$ cat config.mk
export PLATFORM = sky130hd
export DESIGN_NAME = sram_path_router
export DESIGN_NICKNAME = d
export VERILOG_FILES = /design/src/rtl/sram_path_router.sv
export SDC_FILE = /design/constraint.sdc
export NUM_CORES = 1
export LEC_CHECK = 0
export CORE_AREA = 4 4 156 158
export DETAILED_ROUTE_END_ITERATION = 16
export DIE_AREA = 0 0 160 162
export GPL_ROUTABILITY_DRIVEN = 0
export RECOVER_POWER = 50
export SYNTH_ARGS = -nofsm -noshare
export SYNTH_HDL_FRONTEND = slang
export SYNTH_SLANG_ARGS = --single-unit
$ cat constraint.sdc
create_clock -name clk -period 3.1 [get_ports clk]
set_clock_uncertainty 0.2 [all_clocks]
set_input_delay 0.775 -clock clk [delete_from_list [all_inputs] [get_ports clk]]
set_output_delay 0.775 -clock clk [all_outputs]
set_load 0.05 [all_outputs]
$ cat src/rtl/sram_path_router.sv
// Routes an sram-like CPU request stream to a cache or uncached slave path,
// keeping all outstanding transactions on one path. Optional counters: PATH_STATS_EN.
module sram_path_router #(
  parameter int ADDR_W    = 32,
  parameter int DATA_W    = 32,
  parameter int MAX_OUTST = 4
) (
  input  logic              clk,
  input  logic              reset,
  input  logic              cpu_req,
  input  logic              cpu_wr,
  input  logic [1:0]        cpu_size,
  input  logic [ADDR_W-1:0] cpu_addr,
  input  logic [DATA_W-1:0] cpu_wdata,
  input  logic              cpu_cached,
  output logic [DATA_W-1:0] cpu_rdata,
  output logic              cpu_addr_ok,
  output logic              cpu_data_ok,
  output logic              c_req,
  output logic              c_wr,
  output logic [1:0]        c_size,
  output logic [ADDR_W-1:0] c_addr,
  output logic [DATA_W-1:0] c_wdata,
  input  logic [DATA_W-1:0] c_rdata,
  input  logic              c_addr_ok,
  input  logic              c_data_ok,
  output logic              u_req,
  output logic              u_wr,
  output logic [1:0]        u_size,
  output logic [ADDR_W-1:0] u_addr,
  output logic [DATA_W-1:0] u_wdata,
  input  logic [DATA_W-1:0] u_rdata,
  input  logic              u_addr_ok,
  input  logic              u_data_ok,
  output logic              idle,
  output logic [31:0]       stat_c_cnt,
  output logic [31:0]       stat_u_cnt,
  output logic [31:0]       stat_stall_cnt
);

  localparam int CNT_W = $clog2(MAX_OUTST + 1);
  localparam logic [CNT_W-1:0] MAX_CNT = CNT_W'(MAX_OUTST);

  logic [CNT_W-1:0] outst_q, outst_d;
  logic             opath_q, opath_d;
  logic             gnt, hs, dok;

  // Reset gates the grant so no request escapes while reset is held.
  assign gnt = !reset && cpu_req && (outst_q < MAX_CNT) &&
               ((outst_q == '0) || (opath_q == cpu_cached));
  assign hs  = gnt && (cpu_cached ? c_addr_ok : u_addr_ok);
  assign dok = (outst_q != '0) && (opath_q ? c_data_ok : u_data_ok);

  assign c_req       = gnt && cpu_cached;
  assign u_req       = gnt && !cpu_cached;
  assign cpu_addr_ok = hs;
  assign cpu_data_ok = dok;
  assign cpu_rdata   = opath_q ? c_rdata : u_rdata;
  assign idle        = (outst_q == '0);

  assign c_wr    = cpu_wr;
  assign c_size  = cpu_size;
  assign c_addr  = cpu_addr;
  assign c_wdata = cpu_wdata;
  assign u_wr    = cpu_wr;
  assign u_size  = cpu_size;
  assign u_addr  = cpu_addr;
  assign u_wdata = cpu_wdata;

  always_comb begin
    outst_d = outst_q;
    opath_d = opath_q;
    if (hs) opath_d = cpu_cached;
    if (hs && !dok) outst_d = outst_q + CNT_W'(1);
    else if (!hs && dok) outst_d = outst_q - CNT_W'(1);
  end

  always_ff @(posedge clk or posedge reset) begin
    if (reset) begin
      outst_q <= '0;
      opath_q <= 1'b0;
    end else begin
      outst_q <= outst_d;
      opath_q <= opath_d;
    end
  end

`ifdef PATH_STATS_EN
  logic [31:0] stat_c_q, stat_u_q, stat_stall_q;

  function automatic logic [31:0] sat_inc(input logic [31:0] v, input logic en);
    return (en && (v != 32'hFFFF_FFFF)) ? v + 32'd1 : v;
  endfunction

  always_ff @(posedge clk or posedge reset) begin
    if (reset) begin
      stat_c_q     <= '0;
      stat_u_q     <= '0;
      stat_stall_q <= '0;
    end else begin
      stat_c_q     <= sat_inc(stat_c_q, hs && cpu_cached);
      stat_u_q     <= sat_inc(stat_u_q, hs && !cpu_cached);
      stat_stall_q <= sat_inc(stat_stall_q, cpu_req && !gnt);
    end
  end

  assign stat_c_cnt     = stat_c_q;
  assign stat_u_cnt     = stat_u_q;
  assign stat_stall_cnt = stat_stall_q;
`else
  assign stat_c_cnt     = 32'd0;
  assign stat_u_cnt     = 32'd0;
  assign stat_stall_cnt = 32'd0;
`endif

endmodule

Word-level counts from Yosys, hierarchy flattened:

Cells that the tools add are included.

* flip-flop bits (word level): 4
* input port bits: 139
* logic and storage cells: 28

* add/subtract/negate cells: 2
* $lt $le $gt $ge: 1
* eq/ne operators: 1
* mux-type cells: 5
* reduce and logical (&&, ||, !) cells: 17

Operator list (count)
* $mux W32: 1
* $logic_and A1 B1 Y1: 9
* $mux W3: 2
* $logic_not A1 Y1: 4
* $add A3 B1 Y3 const B: 1
* $logic_not A3 Y1: 1
* $lt A3 B3 Y1 const B: 1
* $reduce_bool A3 Y1: 1
* $sub A3 B1 Y3 const B: 1
* $mux W1: 2
* $reduce_bool A2 Y1: 1
* $eq A1 B1 Y1: 1
* $logic_or A1 B1 Y1: 1

Depth between registers and ports, before layout:

Gate-level depths: netlist of the first run.

* word-level depth: 9
* depth in mapped cells: 11
* depth with buffers taken out: 9

Worst setup path before layout of the first run:

Ideal clock, no wire load.

* path type: reg-to-reg
* start: register outst_q[0]
* end: register outst_q[2]
* setup time: 0.080 ns
* arrival time: 3.111 ns
* required time: 2.820 ns
* setup slack: -0.291 ns
* stages on the path, launching flop included: 10
* path buffers: 0
* clock period less this slack: 3.391 ns
* cells stage by stage: dfrtp_1 > nor3_4 > o211ai_1 > a21oi_1 > ha_1 > inv_1 > fa_1 > xor2_1 > nor2_1 > xnor2_1

* word-level cells in the longest chain between the ends: 7
* elaborated cells on any way between the ends: 17
* those cells by class: add/sub: 2; order compare: 1; mux: 2; reduce/logical: 12

RTL lines
* start, declared: line 44 `logic [CNT_W-1:0] outst_q, outst_d;`
* start signal, assigned: line 83 `outst_q <= outst_d;`
* $logic_not A3 Y1 (*)
* net idle: line 35 `output logic idle,`
* $logic_or A1 B1 Y1 (*): line 50 `((outst_q == '0) || (opath_q == cpu_cached));`
* $logic_and A1 B1 Y1 (*): line 49 `assign gnt = !reset && cpu_req && (outst_q < MAX_CNT) &&`
* $logic_and A1 B1 Y1 (*): line 51 `assign hs = gnt && (cpu_cached ? c_addr_ok : u_addr_ok);`
* net cpu_addr_ok: line 17 `output logic cpu_addr_ok,`
* $logic_not A1 Y1: line 75 `else if (!hs && dok) outst_d = outst_q - CNT_W'(1);`
* $logic_and A1 B1 Y1: line 75
* $reduce_bool A2 Y1 (no source line)

Mark *: on every way through the listed nets, which the timed path passes. The rest lies on a longest branch. The select of a mux whose other input is x is not followed.
A chain may end at the register's enable or synchronous reset.

Worst setup path after layout of the first run:

* start: input port cpu_cached
* end: output port cpu_addr_ok

* word-level cells in the longest chain between the ends: 4
* elaborated cells on any way between the ends: 5
* those cells by class: eq/ne: 1; mux: 1; reduce/logical: 3

RTL lines
* start, declared: line 15 `input logic cpu_cached,`
* $eq A1 B1 Y1: line 50
* $logic_or A1 B1 Y1: line 50
* $logic_and A1 B1 Y1: line 49
* $logic_and A1 B1 Y1 (*): line 51
* end, declared: line 17

Every way passes the cells marked *; elsewhere a longest branch is shown, timed or not.

==> results of run 1 <==
worst max-delay path by stage:
stage	cells past startpoint	start	slack, ns	to
global route	5	cpu_cached	0.14	cpu_addr_ok
detailed placement	9	cpu_cached	0.17	outst_q[2]$_DFFE_PP0P_
CTS	5	cpu_cached	0.22	cpu_addr_ok
finish	5	cpu_cached	0.22	cpu_addr_ok
global placement	9	cpu_cached	0.20	outst_q[2]$_DFFE_PP0P_
floorplan	9	outst_q[0]$_DFFE_PP0P_	0.04	outst_q[2]$_DFFE_PP0P_
metrics by stage:
step / utilization (%) / cells / setup WS (ns) / power (W)
finish: 12.8 / 563 / 0.219 / 0.00114
global route: 12.8 / 563 / 0.137 / 0.00119
CTS: 12.8 / 563 / 0.216 / 0.00115
detailed placement: 12.4 / 559 / 0.170 / 0.000940
global placement: 12.4 / 559 / 0.203 / 0.000935
floorplan: - / 392 / 0.0375 / 0.00120
area by class of cell:
| cell class | instances | area share (%) |
|---|---|---|
| timing repair buffer | 111 | 49.9 |
| multi-input combinational | 149 | 31.1 |
| tap | 290 | 12.3 |
| sequential | 4 | 3.43 |
| clock buffer | 4 | 2.67 |
| inverter | 5 | 0.636 |
routing by layer:
| layer | vias up | share of wire [%] |
|---|---|---|
| met3 | 48 | 26 |
| met1 | 549 | 23 |
| met2 | 202 | 42 |
| li1 | 562 | - |
| met4 | 0 | 9.5 |
| met5 | - | 0 |
registers in the layout, indices dropped and copies added, names as in the netlist:
register and count:
opath_q 1, outst_q 3
power breakdown:
part / switching [W] / internal, W
Clock: 0.0000365 / 0.000170
Sequential: 0.0000410 / 0.0000748
Combinational: 0.000518 / 0.000299
Total: 0.000596 / 0.000544
Yosys cell counts (all sizes together):
master and n:
nor2 1, o211ai 1, o211a 1, nand3b 1, xnor2 2, nor3 1
conb 1, buf 234, dfrtp 4, nor3b 2, fa 1, o31ai 1
mux2i 1, a21oi 1, or2 1, a2bb2oi 1, inv 5, xor2 1
ha 1, mux2 33, a31oi 1, nand3 2
cell families (layout without fill, tap and decap cells):
family	after synthesis	in the layout	synth area share [%]
XOR/XNOR	3	3	1.08
multiplexers	34	34	15.6
other	1	96	0.153
buffers and inverters	239	120	73.3
AO/OA/AOI/OAI	6	6	1.84
flip-flops	4	4	4.10
adder cells (fa/ha/maj)	2	2	1.33
AND/OR/NAND/NOR	8	8	2.61
==> results.md, run 1 <==
- Critical path buffers and inverters: 3
- Initial DRC count: 11
- Die Wd: between 150 and 200 um
- CP arrival: 1.91 ns
- Worst hold path cell count: 1
- Layout fillers: 2,633
- Worst Hold End: outst_q[0]$_DFFE_PP0P_
- Max Fclk: 347 MHz
- Leakage power: 1.23 nW
- Initial Util: 10.6%
- Ratio of cells with drive above 1 in the final layout: 28.9%
- Multi-input logic area: 918 um^2
- Vias in the first global route: ~1,300
- Vias per cell: 2.42
- Count of state elements after synthesis: 4
- Ant diodes: 0
- Critical Path RT: 2.12 ns
- Hold Slack: 0.419 ns
- Crit-path cells: clkdlybuf4s50_1 > o211ai_1 > a21oi_2 > buf_4 > buf_12
- Outcome: finished, final reports clean
- Hold Vio Cnt, Final: 0
- Slew Viols, Final: 0
- Synth cell types: 24
- WS Path Type: input port to output pin
- Grt met2 use: 6.51%
- Max-Cap Viols: 0
- CTS Root Cell: clkbuf_16
- Layout Cell Area excl Fill: 0.00295 mm^2
- Layout area overhead: 20.8%
- Reg2reg start: outst_q[0]$_DFFE_PP0P_
- First-pass GRT wire length: 8670 um
- Post-cts resize count: 0
- DP Area: between 0.002 and 0.003 mm^2
- Postcts setup bufs: 0
- CP Launch Type: input port
- Post-synth top area cell: buf_4
- Placed wire-length estimate: 6060 um
- Syn Std Cell Area: around 0.0024 mm^2
- Clock sink count: 4
- Worst-Skew Late Latency: around 0.22 ns
- Register area share after synthesis: just over 4%
- Hold WC Path Type: flop to flop
- GR Util met3: 4.62%
- Post-route ant nets: 0
- Post-Route WL: between 6000 and 7000 um
- Num CTS Buffers: 3
- Crit path capture type: output pin
- CTS tree: done
- Drc violations: 0
- Storage cell area: ~100 um^2
- Die area: 0.0259 mm^2
- Final Setup Violations: 0
- Via count: roughly 1,400
- Largest net degree at the start of global routing: 36
- Top Family by Delay on Critical Path: buffers and inverters
- PwrDens: 386 mW/mm^2
- Clk pin slew, worst setup/hold paths: ~0.030 ns
- Cts hold-fix bufs: 0
- Worst path max stage delay: 0.55 ns
- Max transition margin: about two thirds
- IO Port Bufs: 108
- Commonest cells after routing, fill and taps aside: 96 x conb_1, 72 x clkdlybuf4s50_1, 37 x buf_12
- Worst R2R Setup Slack: about 0.72 ns
- H-tree depth: 1
- All-layer global routing usage: 4.49%
- Worst vdd ir: 0.000269 V
- Final TNS setup: 0 ns
- FF-to-FF End: outst_q[2]$_DFFE_PP0P_
- I/O pins: 406
- Worst-case reg-to-reg path depth: 9
- Worst-Margin Slew: about 0.52 ns
- RSZ-0062 raised after global routing: no
- Worst path slowest cell: clkdlybuf4s50_1
- Core Area: between 0.02 and 0.025 mm^2
- Most common cell after layout, fill and taps aside: conb_1
- Syn Area/Cell: 8.23 um^2
- Final worst path period need: 2.88 ns
- Mapped Cells: 297
- Max clock buf depth: 2
- TritonRoute pass-1 iters: 3
- Crit path max fanout: 5
- Routed length per instance: between 10 and 15 um
- Fin nets: ~420
- Largest cells by area after synthesis: buf_4 71%, mux2_2 15%, dfrtp_1 4.1%
- # rows: 56
- Initial antenna violation count: 0
- Die height: 162 um
- GR peak layer: met2
- Ys Warns: 0
- Final period util: 92.9%
- Hold path start: outst_q[0]$_DFFE_PP0P_
- Met1 Resource Use GR: roughly 3.3%
- GRT Residual Overflow: 0
- Synth top area share: 70.7%
Note: power is estimated with default switching activity, not from simulation.
==> run 2: changes to the inputs <==
--- a/config.mk
+++ b/config.mk
@@ -13,3 +13,4 @@
 export SYNTH_ARGS = -nofsm -noshare
 export SYNTH_HDL_FRONTEND = slang
 export SYNTH_SLANG_ARGS = --single-unit
+export TNS_END_PERCENT = 1
==> run 2 against run 1 <==
Compared with the run above: sequential share of layout area about the same; utilization is essentially flat; total power barely moved; critical path depth did not move; clock power hardly changed; count of clock-buffer cells in the layout did not move; final cell count did not move; global-route usage up 0.096 points; combinational power about the same; maximum frequency decreased by 1.1%; sequential power barely moved; critical path type unchanged.
==> results.md, run 2 (synthesis results as in run 1) <==
- Die Wd: 160 um (unchanged)
- CP arrival: 1.94 ns (+0.03 ns)
- Most common cell after layout, fill and taps aside: conb_1
- # rows: 56 (unchanged)
- Num CTS Buffers: 3 (unchanged)
- Post-route ant nets: 0 (unchanged)
- CP Launch Type: input port
- Final Setup Violations: 0 (unchanged)
- Crit path capture type: output pin
- Initial Util: 10.6% (unchanged)
- Max clock buf depth: 2 (unchanged)
- Crit path max fanout: 2 (-3)
- Layout area overhead: 20.6%
- Largest net degree at the start of global routing: 38 (+5.6%)
- Initial antenna violation count: 0 (unchanged)
- Placed wire-length estimate: 6190 um (+2.2%)
- Final period util: 94.0% (+1.0 points)
- IO Port Bufs: 108 (unchanged)
- Setup WS pre-CTS: 0.165 ns (-0.00517 ns)
- Fin nets: 415 (unchanged)
- CTS Root Cell: clkbuf_16
- Max transition margin: 66.4% (+1.3 points)
- Hold Vio Cnt, Final: 0 (unchanged)
- Worst-Margin Slew: 0.503 ns (-0.0197 ns)
- Core Area: 0.0231 mm^2 (unchanged)
- Routed length per instance: 12.2 um (+1.9%)
- Hold WC Path Type: flop to flop
- Commonest cells after routing, fill and taps aside: 96 x conb_1, 72 x clkdlybuf4s50_1, 37 x buf_12
- Final TNS setup: 0 ns (unchanged)
- Critical Path RT: 2.12 ns (about the same)
- PwrDens: 386 mW/mm^2 (+0.12%)
- Die area: 0.0259 mm^2 (unchanged)
- Initial DRC count: 20 (+9)
- Leakage power: 1.23 nW (-0.19%)
- Max-Cap Viols: 0 (unchanged)
- GRT Residual Overflow: 0 (unchanged)
- Max Fclk: 343 MHz (-1.1%)
- Worst-Skew Late Latency: 0.22 ns (about the same)
- Ant diodes: 0 (unchanged)
- Post-cts resize count: 0 (unchanged)
- Final worst path period need: 2.91 ns (+0.0320 ns)
- Outcome: finished, final reports clean
- Drc violations: 0 (unchanged)
- CTS tree: done
- RSZ-0062 raised after global routing: no
- WS Path Type: input port to output pin
- Vias in the first global route: 1,354 (+4.8%)
- H-tree depth: 1 (unchanged)
- Via count: 1,392 (+2.3%)
- Cts hold-fix bufs: 0 (unchanged)
- Clock sink count: 4 (unchanged)
- Fin util: 12.7% (-0.022 points)
- I/O pins: 406 (unchanged)
- Postcts setup bufs: 0 (unchanged)
- Ratio of cells with drive above 1 in the final layout: 28.6% (-0.37 points)
- Top flop regs: outst_q: 3 flops, opath_q: 1 flops
- Reg with most FFs: outst_q
- Clk pin slew, worst setup/hold paths: 0.03 ns (about the same)
- First-pass GRT wire length: 8860 um (+2.1%)
- Die height: 162 um (unchanged)
- Vias per cell: 2.47 (+2.3%)
- Max reg flops: 3 (unchanged)
- TritonRoute pass-1 iters: 4 (+1)
- All-layer global routing usage: 4.58% (+0.096 points)
- Slew Viols, Final: 0 (unchanged)
- Post-Route WL: 6890 um (+1.9%)
- Worst vdd ir: 0.000281 V (+4.5%)
- Setup WS post-layout: 0.187 ns (-0.0320 ns)
## run 2: routing by layer
metal / GRT usage (%) / routed length, um
met2: 7.28 / 3120
met1: 3.71 / 1810
met5: 0 / 0
met3: 3.53 / 1430
met4: 3.91 / 529
## run 2: final timing paths
path	cells past startpoint	startpoint	endpoint	slack (ns)
max	5	reset	u_req	0.19
min	1	outst_q[0]$_DFFE_PP0P_	outst_q[0]$_DFFE_PP0P_	0.42
max reg2reg	9	outst_q[0]$_DFFE_PP0P_	outst_q[2]$_DFFE_PP0P_	0.70
min reg2reg	1	outst_q[0]$_DFFE_PP0P_	outst_q[0]$_DFFE_PP0P_	0.42
max in group asynchronous	3	reset	opath_q$_DFFE_PP0P_	1.78
min in group asynchronous	3	reset	outst_q[0]$_DFFE_PP0P_	0.72
## run 2: critical path, stage by stage
cell,delay (ns)
clkdlybuf4s50_1,0.44
inv_1,0.08
nand3_1,0.10
nor3b_1,0.35
buf_12,0.19
## run 2: area by class of cell
type / count / area, um^2
timing repair buffer: 111 / 1470
sequential: 4 / 101
inverter: 5 / 18.8
tap: 290 / 363
multi-input combinational: 149 / 913
clock buffer: 4 / 78.8
fill: 2659 / 20200
## run 2: report_power, final
| group | switching [W] | internal, W |
|---|---|---|
| clock network | 0.0000377 | 0.000170 |
| registers | 0.0000404 | 0.0000748 |
| logic | 0.000516 | 0.000300 |
| total | 0.000594 | 0.000544 |
## run 2: stage by stage
step / cells / area (um^2) / hold WS, ns / power (W)
final: 563 / 2950 / 0.418 / 0.00114
after global routing: 563 / 2950 / 0.442 / 0.00118
after CTS: 563 / 2950 / 0.419 / 0.00115
after detailed placement: 559 / 2870 / 0.416 / 0.000934
after global placement: 559 / 2870 / 0.405 / 0.000926
after floorplan: 392 / 2800 / 0.349 / 0.00119
==> run 3: changes to the inputs <==
--- a/config.mk
+++ b/config.mk
@@ -5,7 +5,7 @@
 export SDC_FILE = /design/constraint.sdc
 export NUM_CORES = 1
 export LEC_CHECK = 0
-export CORE_AREA = 4 4 156 158
+export CORE_AREA = 2 2 158 160
 export DETAILED_ROUTE_END_ITERATION = 16
 export DIE_AREA = 0 0 160 162
 export GPL_ROUTABILITY_DRIVEN = 0
==> run 3 against run 2 <==
Compared with the run above: utilization is 0.31 points lower; count of clock-buffer cells in the layout unchanged; maximum frequency is 1.5% lower; global-route usage up 0.52 points; sequential share of layout area fell by 0.057 points; combinational power about the same; clock power about the same; die area unchanged; routed wire length grew 10%; final area grew 1.7%; worst setup slack worse by 0.045 ns; critical path type unchanged; critical endpoint unchanged; largest cell class unchanged.
==> results.md, run 3 (synthesis results as in run 1) <==
- Most common cell after layout, fill and taps aside: conb_1
- Outcome: finished, final reports clean
- Top flop regs: outst_q: 3 flops, opath_q: 1 flops
- Hold WC Path Type: flop to flop
- Slew Viols, Final: 0 (unchanged)
- Final Setup Violations: 0 (unchanged)
- Final worst path period need: 2.96 ns (+0.0450 ns)
- Initial antenna violation count: 2 (+2)
- Crit path capture type: output pin
- IO Port Bufs: 108 (unchanged)
- Routed length per instance: 12.7 um (+3.8%)
- Leakage power: 1.23 nW (+0.44%)
- Storage cell area: 101 um^2 (unchanged)
- Setup WS post-layout: 0.142 ns (-0.0450 ns)
- DR top layer: met4
- Max reg flops: 3 (unchanged)
- Placed wire-length estimate: 7100 um (+15%)
- GRT Residual Overflow: 0 (unchanged)
- Met3 Wirelength: 1820 um (+28%)
- All-layer global routing usage: 5.11% (+0.52 points)
- Die Wd: 160 um (unchanged)
- Die height: 162 um (unchanged)
- WS Path Type: input port to output pin
- Hold Vio Cnt, Final: 0 (unchanged)
- CP arrival: 1.98 ns (+0.04 ns)
- Max transition margin: 66.4% (about the same)
- Overall power: 0.00114 W (about the same)
- CTS Root Cell: clkbuf_16
- Final period util: 95.4% (+1.5 points)
- CP Launch Type: input port
- Critical Path RT: 2.12 ns (about the same)
- Initial DRC count: 13 (-35%)
- PwrDens: 380 mW/mm^2 (-1.6%)
- Post-cts resize count: 0 (unchanged)
- Max Fclk: 338 MHz (-1.5%)
- H-tree depth: 1 (unchanged)
- Vias in the first global route: 1,366 (+0.89%)
- Final TNS setup: 0 ns (unchanged)
- Worst hold path cell count: 1 (unchanged)
- DRT met1 WL: 1710 um (-5.8%)
- Die area: 0.0259 mm^2 (unchanged)
- TritonRoute pass-1 iters: 3 (-1)
- Postcts setup bufs: 0 (unchanged)
- Initial Util: 10.1% (-0.43 points)
- Layout fillers: 2,768 (+4.1%)
- Placed Instances: 594 (+6.3%)
- Worst vdd ir: 0.000378 V (+34%)
- Via count: 1,450 (+4.2%)
- Commonest cells after routing, fill and taps aside: 96 x conb_1, 72 x clkdlybuf4s50_1, 37 x buf_12
- Final cell count without fillers: 598 (+6.2%)
- Num CTS Buffers: 3 (unchanged)
- Core Area: 0.0241 mm^2 (+4.3%)
- Worst-case reg-to-reg path depth: 9 (unchanged)
- Setup WS pre-CTS: 0.0966 ns (-0.0685 ns)
- Max clock buf depth: 2 (unchanged)
- First-pass GRT wire length: 9420 um (+6.3%)
- Clk pin slew, worst setup/hold paths: 0.03 ns (about the same)
- Layout area overhead: 22.7%
- Post-Route WL: 7600 um (+10%)
- CTS tree: done
- Ant diodes: 0 (unchanged)
- Met2 WL: 3730 um (+20%)
- Crit path max fanout: 2 (unchanged)
- Multi-input logic area: 913 um^2 (unchanged)
- Cts hold-fix bufs: 0 (unchanged)
- Drc violations: 0 (unchanged)
- Worst-Skew Late Latency: 0.23 ns (about the same)
- Worst-Margin Slew: 0.502 ns (-0.000493 ns)
- Worst R2R Setup Slack: 0.73 ns (+0.03 ns)
- Clock sink count: 4 (unchanged)
- Max-Cap Viols: 0 (unchanged)
- I/O pins: 406 (unchanged)
- # rows: 57 (+1.8%)
- Largest net degree at the start of global routing: 26 (-32%)
- RSZ-0062 raised after global routing: no
- Ratio of cells with drive above 1 in the final layout: 28.8% (+0.26 points)
- Reg with most FFs: outst_q
- Post-route ant nets: 0 (unchanged)
- Fin nets: 416 (+0.24%)
- Fin util: 12.4% (-0.31 points)
- Vias per cell: 2.42 (-1.9%)
## run 3: cell count changes in the layout (fill, tap and decap cells not counted)
| cell | change |
|---|---|
| buf_4 | +1 |
## run 3: critical path, cell delays in order
cell             delay (ns)
clkdlybuf4s50_1        0.44
inv_1                  0.08
nand3_1                0.11
nor3b_1                0.28
buf_4                  0.18
buf_12                 0.12
## run 3: routing by layer
metal | GRT usage, % | vias up
met2 | 8.95 | 256
met5 | 0 | -
li1 | - | 561
met3 | 5.03 | 40
met1 | 3.44 | 593
met4 | 2.74 | 0
## run 3: path summary, 6_finish.rpt
check / from / endpoint
worst max-delay path: reset / u_req
worst min-delay path: outst_q[0]$_DFFE_PP0P_ / outst_q[0]$_DFFE_PP0P_
worst max register to register: outst_q[0]$_DFFE_PP0P_ / outst_q[2]$_DFFE_PP0P_
worst min register to register: outst_q[0]$_DFFE_PP0P_ / outst_q[0]$_DFFE_PP0P_
max in group asynchronous: reset / opath_q$_DFFE_PP0P_
min in group asynchronous: reset / outst_q[1]$_DFFE_PP0P_
## run 3: report_power, final
group          switching, W  leakage [nW]  internal, W
sequential        0.0000402        0.0472    0.0000748
clock             0.0000390        0.0382     0.000170
combinational      0.000514          1.15     0.000302
total              0.000593          1.23     0.000547
## run 3: layout make-up
cell class              instances  share of cell area, %
repair buffers                112                   49.4
multi-input cells             149                   30.5
well taps                     324                   13.5
flip-flops and latches          4                   3.38
clock buffers                   4                   2.63
inverters                       5                  0.626
## run 3: per-stage QoR
| step | hold slack, ns | cell area, um^2 |
|---|---|---|
| 2_1_floorplan | 0.349 | 2800 |
| 3_3_place_gp | 0.403 | 2920 |
| 3_5_place_dp | 0.409 | 2920 |
| 4_1_cts | 0.418 | 3000 |
| 5_1_grt | 0.455 | 3000 |
| 6_report | 0.410 | 3000 |
==> RTL edit (settings of run 2) <==
The parameter `MAX_OUTST` goes from 4 to 2.
--- a/src/rtl/sram_path_router.sv
+++ b/src/rtl/sram_path_router.sv
@@ -3,7 +3,7 @@
 module sram_path_router #(
   parameter int ADDR_W    = 32,
   parameter int DATA_W    = 32,
-  parameter int MAX_OUTST = 4
+  parameter int MAX_OUTST = 2
 ) (
   input  logic              clk,
   input  logic              reset,
Behaviour: not the same (a bounded check fails within 4 cycles, from zero or initial values and one cycle with reset high).
==> RTL edit against run 2 <==
- setup slack worse by 0.072 ns
- via count stayed put
- routed wire length is 9.3% higher
- global-route usage grew 0.38 points
- area after synthesis fell by 2.5%
- sequential cell count fell by 1
- fmax shrank 2.4%
- first-iteration DRC count increased by 10%
- cell count fell by 0.71%
- power rose by 9.4%
- non-clock buffer count rose by 1
- final area fell by 1.8%
==> RTL edit: results (changes against run 2) <==
stage,metric,value,unit,change
power,sw_frac_of_total,53.7,%,was 52.2%
cts,ctsLongestPathBuffers,2,,unchanged
routing,wl_per_cell,13.5,µm,was 12.2 µm
placement,dp_hpwl,6850,µm,was 6190 µm
cts,clock_latency,0.22,ns,about the same
synth,synth_compound_area_share,2.42,%,was 1.84%
synth,synth_fa_ha_area_share,0.525,%,was 1.33%
cts,cts_setup_buffers,0,,unchanged
routing,drt_first_pass_iters,4,,unchanged
placement,placed_area,2810,µm²,was 2870 µm²
worst_setup_path,cp_max_fo,3,,was 2
grt,antenna_found_initial,1,,was 0
grt,grt_pass1_vias,1289,,was 1354
synth,synth_ff_type,dfrtp_1,,unchanged
layout,nets,410,,was 415
power,ir_worst_vdd,0.185,mV,was 0.281 mV
grt,gr-usage-all-layers,4.97,%,was 4.58%
worst_setup_path,worst_ep_arrival_time,2.01,ns,was 1.94 ns
timing,hold_viol,0,,unchanged
synth,yosys_warnings,0,,unchanged
layout,drive_above_1_share,30.1,%,was 28.6%
synth,async_flop_share,100,%,unchanged
outcome,status,completed,,unchanged
synth,synth_xor_xnor_area_share,1.47,%,was 1.08%
routing,via_per_inst,2.49,,was 2.47
min_path,hold_class,reg2reg,,unchanged
synth,ys_types,18,,was 24
worst_setup_path,critical-path-max-stage-delay,0.43,ns,
placement,port_buffers,108,,unchanged
layout,n_antenna_cell,0,,unchanged
synth,muxShareOfSynthArea,16.0,%,was 15.6%
cts,numCtsBuffers,3,,unchanged
cts,clk_pin_slew,0.03,ns,about the same
worst_setup_path,crit_slowest_cell,clkdlybuf4s50_1,,unchanged
cts,htree_levels,1,,unchanged
synth,seq_area_frac_synth,3.15,%,was 4.10%
routing,drt_iter0_drc,22,,was 20
layout,top_regs,"outst_q x2, opath_q x1",,"was outst_q x3, opath_q x1"
grt,grt_max_degree,33,,was 38
worst_setup_path,crit_family,buffers and inverters,,unchanged
cts,clockRootBuffer,clkbuf_16,,unchanged
synth,yosys-top-cells-count,"233 x buf_4, 33 x mux2_2, 4 x inv_1",,"was 230 x buf_4, 33 x mux2_2, 5 x inv_1"
power,leakagePower,1.21,nW,was 1.23 nW
synth,synth_area_leaders,"buf_4 73%, mux2_2 16%, dfrtp_1 3.2%",,"was buf_4 71%, mux2_2 15%, dfrtp_1 4.1%"
grt,grt_first_pass_wirelength,9380,µm,was 8860 µm
layout,n_fill_cell,2642,,was 2659
RTL edit: cell types whose count changed in the layout (fill, tap and decap cells not counted), sizes merged, moves of 2 or more:
cell / change
a2111oi: +3
buf: +2
clkdlybuf4s50: -2
nand2: +2
nand3: -2
nor3b: -2
xor2: +2
RTL edit: path summary, 6_finish.rpt:
kind                                  from    endpoint  slack, ns  depth (start not counted)
worst max-delay path                 reset       u_req       0.11                          5
worst min-delay path            outst_q[1]  outst_q[1]       0.57                          1
worst max register to register     opath_q  outst_q[1]       0.97                          7
worst min register to register  outst_q[1]  outst_q[1]       0.57                          1
max in group asynchronous            reset  outst_q[1]       1.83                          3
min in group asynchronous            reset     opath_q       0.72                          3
RTL edit: routing by layer:
| layer | part of all wire, % | vias to the layer above | GRT usage (%) |
|---|---|---|---|
| met5 | 0 | - | 0 |
| met4 | 5.9 | 0 | 3.32 |
| met3 | 23 | 41 | 4.47 |
| met2 | 46 | 252 | 8.05 |
| met1 | 25 | 552 | 3.86 |
| li1 | - | 547 | - |
RTL edit: power by group through the flow:
stage               clock network, W  logic (W)  registers (W)
global placement                   0   0.000931       0.000109
CTS                         0.000206   0.000939       0.000114
global route                0.000210   0.000969       0.000117
detailed placement                 0   0.000936       0.000110
floorplan                          0    0.00117      0.0000732
finish                      0.000201   0.000932       0.000113
RTL edit: repair_timing:
action,CTS,global route
setup endpoints to repair,2,3
pin swaps,0,1
endpoints found under the hold margin,0,0
resized for setup,2,1
RTL edit: through the flow:
step	util [%]	total power, W	worst slack [ns]	std cells
final	12.5	0.00125	0.115	559
after global routing	12.5	0.00130	0.0221	559
after CTS	12.5	0.00126	0.00793	559
after detailed placement	12.1	0.00105	-0.161	555
after global placement	12.1	0.00104	-0.108	555
after floorplan	-	0.00124	-0.0579	388
RTL edit: cell families after synthesis:
family | count (synthesis)
flops | 3
xor+xnor | 4
mux | 34
other cells | 1
fa+ha+maj | 1
simple gates | 5
compound gates | 6
buf+inv | 239
RTL edit: cell type report:
type	count	share of cell area, %
Timing Repair Buffer	112	50.6
Multi-Input combinational cell	146	31.0
Tap cell	290	12.5
Clock buffer	4	2.72
Sequential cell	3	2.59
Inverter	4	0.519
